==> src/rtl/trdb_stream_fifo.sv <==
// Trace stream output FIFO: buffers aligned 32-bit words with no upstream backpressure.
// It counts dropped words, provides a flush-drain handshake and a level-threshold interrupt.
module trdb_stream_fifo #(
    parameter int unsigned DEPTH      = 16,
    parameter int unsigned IRQ_THRESH = 8,
    parameter int unsigned CNT_WIDTH  = 16
) (
    input  logic                     clk_i,
    input  logic                     rst_ni,
    input  logic [31:0]              data_i,
    input  logic                     valid_i,
    output logic [31:0]              data_o,
    output logic                     valid_o,
    input  logic                     ready_i,
    input  logic                     flush_i,
    output logic                     flush_done_o,
    input  logic                     clear_i,
    output logic                     overflow_o,
    output logic [CNT_WIDTH-1:0]     drop_cnt_o,
    output logic [$clog2(DEPTH):0]   level_o,
    output logic                     irq_o
);

    localparam int unsigned AW = $clog2(DEPTH);
    localparam int unsigned PW = AW + 1;

    localparam logic [1:0] ST_IDLE  = 2'd0;
    localparam logic [1:0] ST_DRAIN = 2'd1;
    localparam logic [1:0] ST_DONE  = 2'd2;

    logic [31:0]          r_mem [DEPTH];
    logic [PW-1:0]        r_wr_ptr;
    logic [PW-1:0]        r_rd_ptr;
    logic                 r_overflow;
    logic [CNT_WIDTH-1:0] r_drop_cnt;
    logic [1:0]           r_state;
    logic [1:0]           w_state_nxt;

    logic                 w_empty;
    logic                 w_full;
    logic                 w_pop;
    logic                 w_push;
    logic                 w_drop;
    logic [PW-1:0]        w_level;

    // The extra pointer MSB separates full (MSBs differ) from empty (pointers equal).
    assign w_empty = (r_wr_ptr == r_rd_ptr);
    assign w_full  = (r_wr_ptr[AW-1:0] == r_rd_ptr[AW-1:0]) && (r_wr_ptr[AW] != r_rd_ptr[AW]);
    assign w_level = r_wr_ptr - r_rd_ptr;

    assign w_pop  = !w_empty && ready_i;
    assign w_push = valid_i && (!w_full || w_pop);
    assign w_drop = valid_i && w_full && !w_pop;

    assign valid_o      = !w_empty;
    assign data_o       = w_empty ? '0 : r_mem[r_rd_ptr[AW-1:0]];
    assign level_o      = w_level;
    assign irq_o        = (w_level >= PW'(IRQ_THRESH));
    assign overflow_o   = r_overflow;
    assign drop_cnt_o   = r_drop_cnt;
    assign flush_done_o = (r_state == ST_DONE);

    always_ff @(posedge clk_i) begin
        if (w_push && !clear_i) begin
            r_mem[r_wr_ptr[AW-1:0]] <= data_i;
        end
    end

    always_ff @(posedge clk_i or negedge rst_ni) begin
        if (!rst_ni) begin
            r_wr_ptr   <= '0;
            r_rd_ptr   <= '0;
            r_overflow <= 1'b0;
            r_drop_cnt <= '0;
        end else if (clear_i) begin
            r_wr_ptr   <= '0;
            r_rd_ptr   <= '0;
            r_overflow <= 1'b0;
            r_drop_cnt <= '0;
        end else begin
            if (w_push) begin
                r_wr_ptr <= r_wr_ptr + 1'b1;
            end
            if (w_pop) begin
                r_rd_ptr <= r_rd_ptr + 1'b1;
            end
            if (w_drop) begin
                r_overflow <= 1'b1;
                if (r_drop_cnt != '1) begin
                    r_drop_cnt <= r_drop_cnt + 1'b1;
                end
            end
        end
    end

    // Pushes stay legal in DRAIN: the aligner's residual word arrives after the flush request.
    always_comb begin
        w_state_nxt = r_state;
        case (r_state)
            ST_IDLE:  if (flush_i) w_state_nxt = ST_DRAIN;
            ST_DRAIN: if (w_empty && !valid_i) w_state_nxt = ST_DONE;
            ST_DONE:  w_state_nxt = ST_IDLE;
            default:  w_state_nxt = ST_IDLE;
        endcase
    end

    always_ff @(posedge clk_i or negedge rst_ni) begin
        if (!rst_ni) begin
            r_state <= ST_IDLE;
        end else if (clear_i) begin
            r_state <= ST_IDLE;
        end else begin
            r_state <= w_state_nxt;
        end
    end

    a_no_push_full : assert property (@(posedge clk_i) disable iff (!rst_ni)
        !(w_push && w_full && !w_pop));
    a_level_max : assert property (@(posedge clk_i) disable iff (!rst_ni)
        level_o <= PW'(DEPTH));
    a_valid_level : assert property (@(posedge clk_i) disable iff (!rst_ni)
        valid_o == (level_o != '0));

endmodule
==> config.mk <==
export PLATFORM = sky130hd
export DESIGN_NAME = trdb_stream_fifo
export DESIGN_NICKNAME = d
export VERILOG_FILES = /design/src/rtl/trdb_stream_fifo.sv
export SDC_FILE = /design/constraint.sdc
export NUM_CORES = 1
export LEC_CHECK = 0
export ABC_AREA = 0
export CORE_MARGIN = 2
export CORE_UTILIZATION = 39
export DETAILED_ROUTE_END_ITERATION = 8
export PLACE_DENSITY = 0.61
export RECOVER_POWER = 25
export SYNTH_ARGS = -nofsm -noshare
export SYNTH_HDL_FRONTEND = slang
export SYNTH_SLANG_ARGS = --single-unit
==> constraint.sdc <==
create_clock -name clk_i -period 3.6 [get_ports clk_i]
set_input_delay 1.08 -clock clk_i [delete_from_list [all_inputs] [get_ports clk_i]]
set_output_delay 1.08 -clock clk_i [all_outputs]
set_load 0.1 [all_outputs]
After elaboration in Yosys (flattened, before gate mapping)
Memory sizes are Yosys's and may differ from the RTL's.
Cells that the tools add are included.
Widths: inputs -> output; s select.

storage, ports and cells
  bits in writable memories = 512
  memories = 1
  output and inout bits = 57
  bits in registers = 29

memories
  name   words  bits a word  rd ports  clocked after Yosys merged registers in  write ports  RTL line  source
  r_mem  16     32           1         0                                        1            31        logic [31:0] r_mem [DEPTH];

cells by class
  add/subtract/negate cells = 4
  multiplexer cells = 16
  reduce and logical (&&, ||, !) cells = 20
  magnitude comparators = 1
  equal/unequal tests = 8

operators with widths
  kind                   number
  $mux 16                3
  $mux 32                1
  $mux 5                 4
  $add 16x1->16 const B  1
  $ne 16x16->1 const B   1
  $add 5x1->5 const B    2
  $reduce_bool 2->1      4
  $logic_and 1x1->1      7
  $mux 2                 3
  $ne 3x3->1 const B     2
  $eq 5x5->1             1
  $ge 5x4->1 const B     1
  $logic_not 1->1        5
  $sub 5x5->5            1
  $eq 4x4->1             1
  $mux 1                 4
  $pmux 2 s2             1
  $reduce_and 2->1       2
  $eq 2x1->1 const B     1
  $eq 2x2->1 const B     1
  $logic_not 2->1        1
  $logic_or 1x1->1       1
  $ne 1x1->1             1

Depth between registers and ports, before layout
Gate-level depths: netlist (run 1).

  word-level depth = 8
  gate-level depth with buffers = 11
  depth with buffers taken out = 8

Least setup slack after synthesis (run 1)
OpenSTA, ideal clock, no wires.

  path kind = reg-to-output
  start point = register r_rd_ptr[1]
  end point = output data_o[22]
  arrival time = 4.597 ns
  cell stages (with the launch flop) = 11
  buffers on the path = 4
  slack = -2.077 ns
  path through = dfrtp_1 > buf_1 > buf_2 > inv_2 > buf_2 > ha_1 > and4_1 > nand2_1 > clkbuf_1 > o21ai_0 > a21oi_1

on the way
  cells in the longest elaborated chain, start to end = 2
  elaborated cells on any way between the ends = 3
  those cells by class = eq/ne: 1; mux: 1; memory: 1

ends and longest elaborated chain
  what                                                RTL line  source
  start: declaration                                  33        logic [PW-1:0] r_rd_ptr;
  start signal: assignment                            85        r_rd_ptr <= r_rd_ptr + 1'b1;
  $mem_v2 16x32 / $eq 5x5->1 (equally long branches)  --
  $mux 32 *                                           56        assign data_o = w_empty ? '0 : r_mem[r_rd_ptr[AW-1:0]];
  end: declaration                                    12        output logic [31:0] data_o,

Mark *: on every way between the ends. The rest lies on a longest branch, timed or not.

Final worst setup path (run 1)
  start point = register r_rd_ptr[0]
  end point = output data_o[29]

The elaborated chain is that of the path after synthesis.

==> summary.txt, run 1 <==
Logic synthesis
  • Async set or reset register ratio after synthesis: 0.0536
  • Main area contributors after synthesis: edfxtp_1, mux4_2, dfrtp_1
  • Cell with the most instances after synthesis: edfxtp_1
  • EDFF count, synth: 512
  • Register area share after synthesis: 0.755
  • Netlist cell types: 38
  • Synth Flop Type: edfxtp_1
  • Syn Inst Count: 1085
  • Net Count, Synth: 1134
  • Synth top area share: 0.721
  • Syn Std Cell Area: 21300 um^2
  • Mean post-synth cell area: 19.7 um^2
  • Synth warnings: 0
  • Cell taking the most area after synthesis: edfxtp_1
  • Flops & latches, synth: 541
  • Commonest cells post-synth: edfxtp_1, mux4_2, nand2_1

Global routing
  • Initial antenna violation count: 3
  • Largest net degree at the start of global routing: 66
  • Vias in the first global route: 11.4k
  • Aggregate global-route resource usage: 0.179
  • First-pass GRT wire length: 74300 um
  • Total gr overflow: 0

Worst setup path
  • Worst Path Buf+Inv: 4
  • Crit path capture type: output port
  • Delay-heaviest family, CP: buffers and inverters
  • Total stage count of the critical path: 9
  • Crit path max fanout: 8
  • Slowest stage cell, crit path: dfrtp_4
  • Worst r2r src: r_wr_ptr[3]
  • Critical Path AT: 2.67 ns
  • Worst Setup Start Kind: flip-flop
  • Critical path cell sequence: buf_4, ha_4, and4_4, nand2_8, buf_12, buf_12, o21ai_1, a21oi_4, buf_12
  • Slowest stage delay, CP: 0.52 ns
  • Crit path top cell by count: buf_12
  • Required @ worst endpoint: 2.52 ns
  • Critical Path Source: r_rd_ptr[0]
  • Worst R2R Path Depth: 8
  • Critical path class: reg2out

CTS
  • Clock slew at reported path FFs: 0.06 ns
  • TritonCTS clock tree: done
  • CTS buffer count: 56
  • Root Buffer: clkbuf_16
  • # H-tree levels: 2
  • CTS sink count: 541
  • Cts hold-fix bufs: 0
  • Maximum clock insertion buffer count: 3
  • Clock latency at the later pin of the worst-skew pair: 0.61 ns

Routing
  • Remaining antenna violation count after routing: 0
  • Drt pass-1 iters: 5
  • Routed length per instance: 24.5 um
  • Total Routed Length: 49600 um
  • 1st-iter DRT viols: 953
  • Vias: 11.0k
  • Vias per cell: 5.46
  • Drt drc: 0

STA
  • Crit share post-route: 1.04
  • Setup TNS: -3.39 ns
  • Final setup margin: -0.148 ns
  • Setup Viol. Count Final: 34
  • Worst-margin pin slew: 0.859 ns
  • Clock Skews: 0.0131 ns
  • Fin. Hold Viols: 0
  • Relative slew slack: 0.426
  • RSZ-0062 raised after global routing: yes
  • F_max: 267 MHz
  • Slew Limit Fails: 0
  • Period minus WS final: 3.75 ns

Floorplanning
  • Placeable Area: 53900 um^2
  • Row cnt: 85
  • Chip width: 238 um
  • Starting Density: 0.395
  • I/O pin cnt: 95
  • Die height: 238 um
  • Full die area: 56600 um^2

Placed design
  • RD Place Congestion: 0.802
  • Pre-CTS WS: 0.246 ns
  • Port bufs: 94
  • DP Wirelength: 25900 um

Hold path
  • Min-delay src: r_state[1]
  • Hold Crit Class: reg2reg
  • Hold path cells: 1

Power and ir drop
  • LEAKAGE: 0.00890 uW
  • PD cells: 634 nW/um^2
  • Max VDD drop: 0.000398 V
  • Design Power: 17300 uW

Cells and area
  • ANT cells: 0
  • Nets: 1331
  • Ratio of cells with drive above 1 in the final layout: 0.363
  • Area Overhead vs Synth: 27.9%

Outcome
  • Status: finished with violations
  • Failing checks: negative setup slack

Job
  • Maxcap violations: 0
## placed cells by master (no fill, tap or decap), types with 4 or more instances in the layout
cell and instances:
clkdlybuf4s50_1 19, clkinv_1 13, xnor2_1 17, nand3_1 8, a21oi_4 33, nor2_1 32
nand2_1 99, o21ai_0 4, clkbuf_1 14, o21ai_2 27, o21ai_1 4, nand4_1 7
and2_2 12, bufinv_16 5, clkinv_2 9, mux4_2 128, and3_2 4, inv_1 8
ha_1 8, dfrtp_1 26, nor3_1 8, edfxtp_1 512, nand2_2 6, buf_16 14
and4_1 4, nor4b_1 4, buf_6 6, a21oi_1 6, clkbuf_16 58, buf_12 70
buf_4 60, dlygate4sd3_1 18, mux2i_1 13, xor2_1 4, mux2i_2 18
## worst register-to-register path: stages, from the launching register on
cell and delay (ns):
dfrtp_1 0.46, ha_1 0.34, buf_4 0.17, nand4_1 0.19, o31ai_2 0.44, nor2_1 0.15, and3_1 0.26, and2_2 0.34
buf_12 0.23
## final timing paths
path	endpoint	slack, ns
setup / recovery	data_o[29]	-0.15
hold reg to reg	r_state[0]	0.48
max in group asynchronous	drop_cnt_o[3]	2.00
hold / removal	r_state[0]	0.48
min in group asynchronous	drop_cnt_o[14]	0.97
setup reg to reg	r_mem[13][12]	0.77
## per-layer routing
layer / global-route usage / up-vias / wire length, um
met2: 0.295 / 281 / 24600
met5: 0 / - / 35
li1: - / 4763 / -
met3: 0.0319 / 81 / 2520
met1: 0.245 / 5908 / 21400
met4: 0.0532 / 6 / 1080
## timing repair
item                       4_1_cts  5_1_grt
setup buffers                   26        2
gates resized for setup        110       18
pin swaps                       11       15
setup endpoints to repair       34       34
gates cloned                    11        1
## report_power, final
part	switching (uW)	leakage (uW)	total, uW	internal, uW
Clock	2340	0.000866	5600	3260
Sequential	21.5	0.00501	6960	6940
Combinational	2650	0.00303	4720	2070
## kinds of logic (layout without fill, tap and decap cells)
logic type               count (synthesis)  after routing  share of synthesized area
adder cells (fa/ha/maj)                 11             11                    0.00681
XOR/XNOR                                24             24                    0.00986
flip-flops                             541            541                      0.755
AO/OA/AOI/OAI                           80             80                     0.0198
AND/OR/NAND/NOR                        200            200                     0.0438
buffers and inverters                   66            307                     0.0129
multiplexers                           163            163                      0.152
## cell type report
class | instances | area, um^2
clock buffer | 71 | 1480
clock inverter | 31 | 294
fill | 4214 | 26700
inverter | 12 | 50.0
multi-input combinational | 478 | 5650
sequential | 541 | 16100
tap | 696 | 871
timing repair buffer | 193 | 2810
## flip-flops by register name, indices dropped and copies added (netlist names)
| register | cells |
|---|---|
| overflow_o | 1 |
| r_mem | 512 |
| r_state | 2 |
| r_wr_ptr | 5 |
| r_rd_ptr | 5 |
| drop_cnt_o | 16 |
## through the flow
step	util	cell area [um^2]	hold WS (ns)	cells
after floorplan	-	21800	0.434	1085
after global placement	0.454	24500	0.458	1881
after detailed placement	0.454	24500	0.473	1881
after CTS	0.504	27200	0.481	2019
after global routing	0.506	27300	0.492	2022
final	0.506	27300	0.476	2022
No activity file was read; power rests on OpenSTA's default activity.
==> inputs of run 2 (changes only) <==
- REMOVE_ABC_BUFFERS: not set -> 1
==> summary.txt, run 2 (synthesis gave the netlist of run 1 again) <==
Floorplanning
  • Placeable Area: 53900 um^2
  • Chip width: 238 um
  • Row cnt: 85
  • I/O pin cnt: 95
  • Starting Density: 0.395
  • Full die area: 56600 um^2
  • Die height: 238 um

Global routing
  • Aggregate global-route resource usage: 0.173
  • First-pass GRT wire length: 71900 um
  • Initial antenna violation count: 3
  • Vias in the first global route: 11.3k
  • Largest net degree at the start of global routing: 99
  • Total gr overflow: 0

Cells and area
  • Ratio of cells with drive above 1 in the final layout: 0.340
  • Storage cell area: 16100 um^2
  • Filler Cell Count: 4292
  • ANT cells: 0
  • Nets: 1320
  • Multi-input logic area: 5230 um^2
  • Largest register FFs: 512
  • Area Overhead vs Synth: 24.8%
  • Most frequent cells in the layout: edfxtp_1, mux4_2, nand2_1
  • Finished Layout Cells: 2008
  • Commonest non-fill, non-tap cell in the layout: edfxtp_1

Power and ir drop
  • Internal power: 12000 uW
  • Clock Power Share: 0.327
  • PD cells: 631 nW/um^2
  • Max VDD drop: 0.000376 V
  • Design Power: 16800 uW
  • Flop pwr share: 0.415
  • Switching Share: 0.288
  • Logic gate share of total power: 0.258
  • LEAKAGE: 0.00880 uW
  • P_sw: 4840 uW

Routing
  • Drt pass-1 iters: 5
  • Drt drc: 0
  • Total Routed Length: 48300 um
  • Vias: 10.8k
  • Vias per cell: 5.37
  • 1st-iter DRT viols: 757
  • Remaining antenna violation count after routing: 0
  • Routed length per instance: 24.1 um

Placed design
  • RD Place Congestion: 0.783
  • Placed insts: 1877
  • DP Wirelength: 25500 um
  • Port bufs: 94

CTS
  • Maximum clock insertion buffer count: 3
  • TritonCTS clock tree: done
  • # H-tree levels: 2
  • Clock slew at reported path FFs: 0.06 ns
  • CTS buffer count: 55
  • Root Buffer: clkbuf_16
  • Clock latency at the later pin of the worst-skew pair: 0.60 ns
  • CTS sink count: 541

Outcome
  • Status: finished with violations
  • Failing checks: max-capacitance violations, max-slew violations, negative setup slack

STA
  • Relative slew slack: -0.113
  • F_max: 270 MHz
  • RSZ-0062 raised after global routing: yes
  • Fin. Hold Viols: 0
  • Clock Skews: 0.0133 ns
  • Final setup margin: -0.106 ns
  • Worst-margin pin slew: 1.67 ns
  • Setup TNS: -1.69 ns
  • Crit share post-route: 1.03
  • Period minus WS final: 3.71 ns
  • Slew Limit Fails: 30
  • Setup Viol. Count Final: 31

Hold path
  • Hold Crit Class: reg2reg

Job
  • Maxcap violations: 1

Worst setup path
  • Critical Path AT: 2.63 ns
  • Slowest stage delay, CP: 0.51 ns
  • Crit path capture type: output port
  • Critical path class: reg2out
  • Worst Setup Start Kind: flip-flop
  • Slowest stage cell, crit path: dfrtp_4
  • Critical path cell sequence: buf_16, buf_8, buf_12, mux4_2, mux2i_2, a21oi_2, clkbuf_16
  • Required @ worst endpoint: 2.52 ns
  • Crit path max fanout: 9
[run 2: path summary, 6_finish.rpt]
check,from,slack (ns),to,cells after the start
max in group asynchronous,rst_ni,0.96,r_rd_ptr[0],2
min in group asynchronous,rst_ni,1.45,r_wr_ptr[4],2
worst min register to register,r_state[1],0.48,r_state[0],1
worst max-delay path,r_rd_ptr[0],-0.11,data_o[19],7
worst min-delay path,r_state[1],0.48,r_state[0],1
worst max register to register,r_rd_ptr[3],0.93,r_mem[12][26],8
[run 2: final cells by class]
class | instances | share of cell area
Inverter | 12 | 0.00179
Multi-Input combinational cell | 478 | 0.196
Timing Repair Buffer | 183 | 0.0983
Tap cell | 696 | 0.0327
Sequential cell | 541 | 0.606
Clock buffer | 66 | 0.0541
Clock inverter | 32 | 0.0111
[run 2: through the flow]
stage	worst slack (ns)	utilization	area, um^2	hold WS, ns
floorplan	-6.09	-	21100	0.430
global placement	0.265	0.445	24000	0.453
detailed placement	0.245	0.445	24000	0.474
CTS	-0.118	0.489	26400	0.477
global route	-0.199	0.493	26600	0.520
finish	-0.106	0.493	26600	0.479
[run 2: metal layers]
metal  track usage  share of wire
met4        0.0398          0.019
met5             0        0.00095
met3        0.0456          0.063
met1         0.239           0.44
met2         0.276           0.47
[run 2: repair_timing]
action / 4_1_cts / 5_1_grt
gates cloned: 8 / 2
hold buffers: 0 / 0
setup buffers: 15 / 11
setup endpoints to repair: 34 / 34
pin swaps: 3 / 11
resized for setup: 99 / 44
[run 2: critical path, delay by kind of cell, from the launching register on]
| family | cells | cell delay (ns) |
|---|---|---|
| AO/OA/AOI/OAI | 1 | 0.09 |
| buffers and inverters | 4 | 0.73 |
| multiplexers | 2 | 0.69 |
| flip-flops | 1 | 0.51 |
[run 2: power groups by stage]
stage / Sequential (uW) / Combinational, uW / Clock [uW]
2_1_floorplan: 7290 / 2290 / 0
3_3_place_gp: 7090 / 3680 / 0
6_report: 6970 / 4330 / 5500
5_1_grt: 6970 / 4530 / 5850
3_5_place_dp: 7090 / 3690 / 0
4_1_cts: 6970 / 4230 / 5620
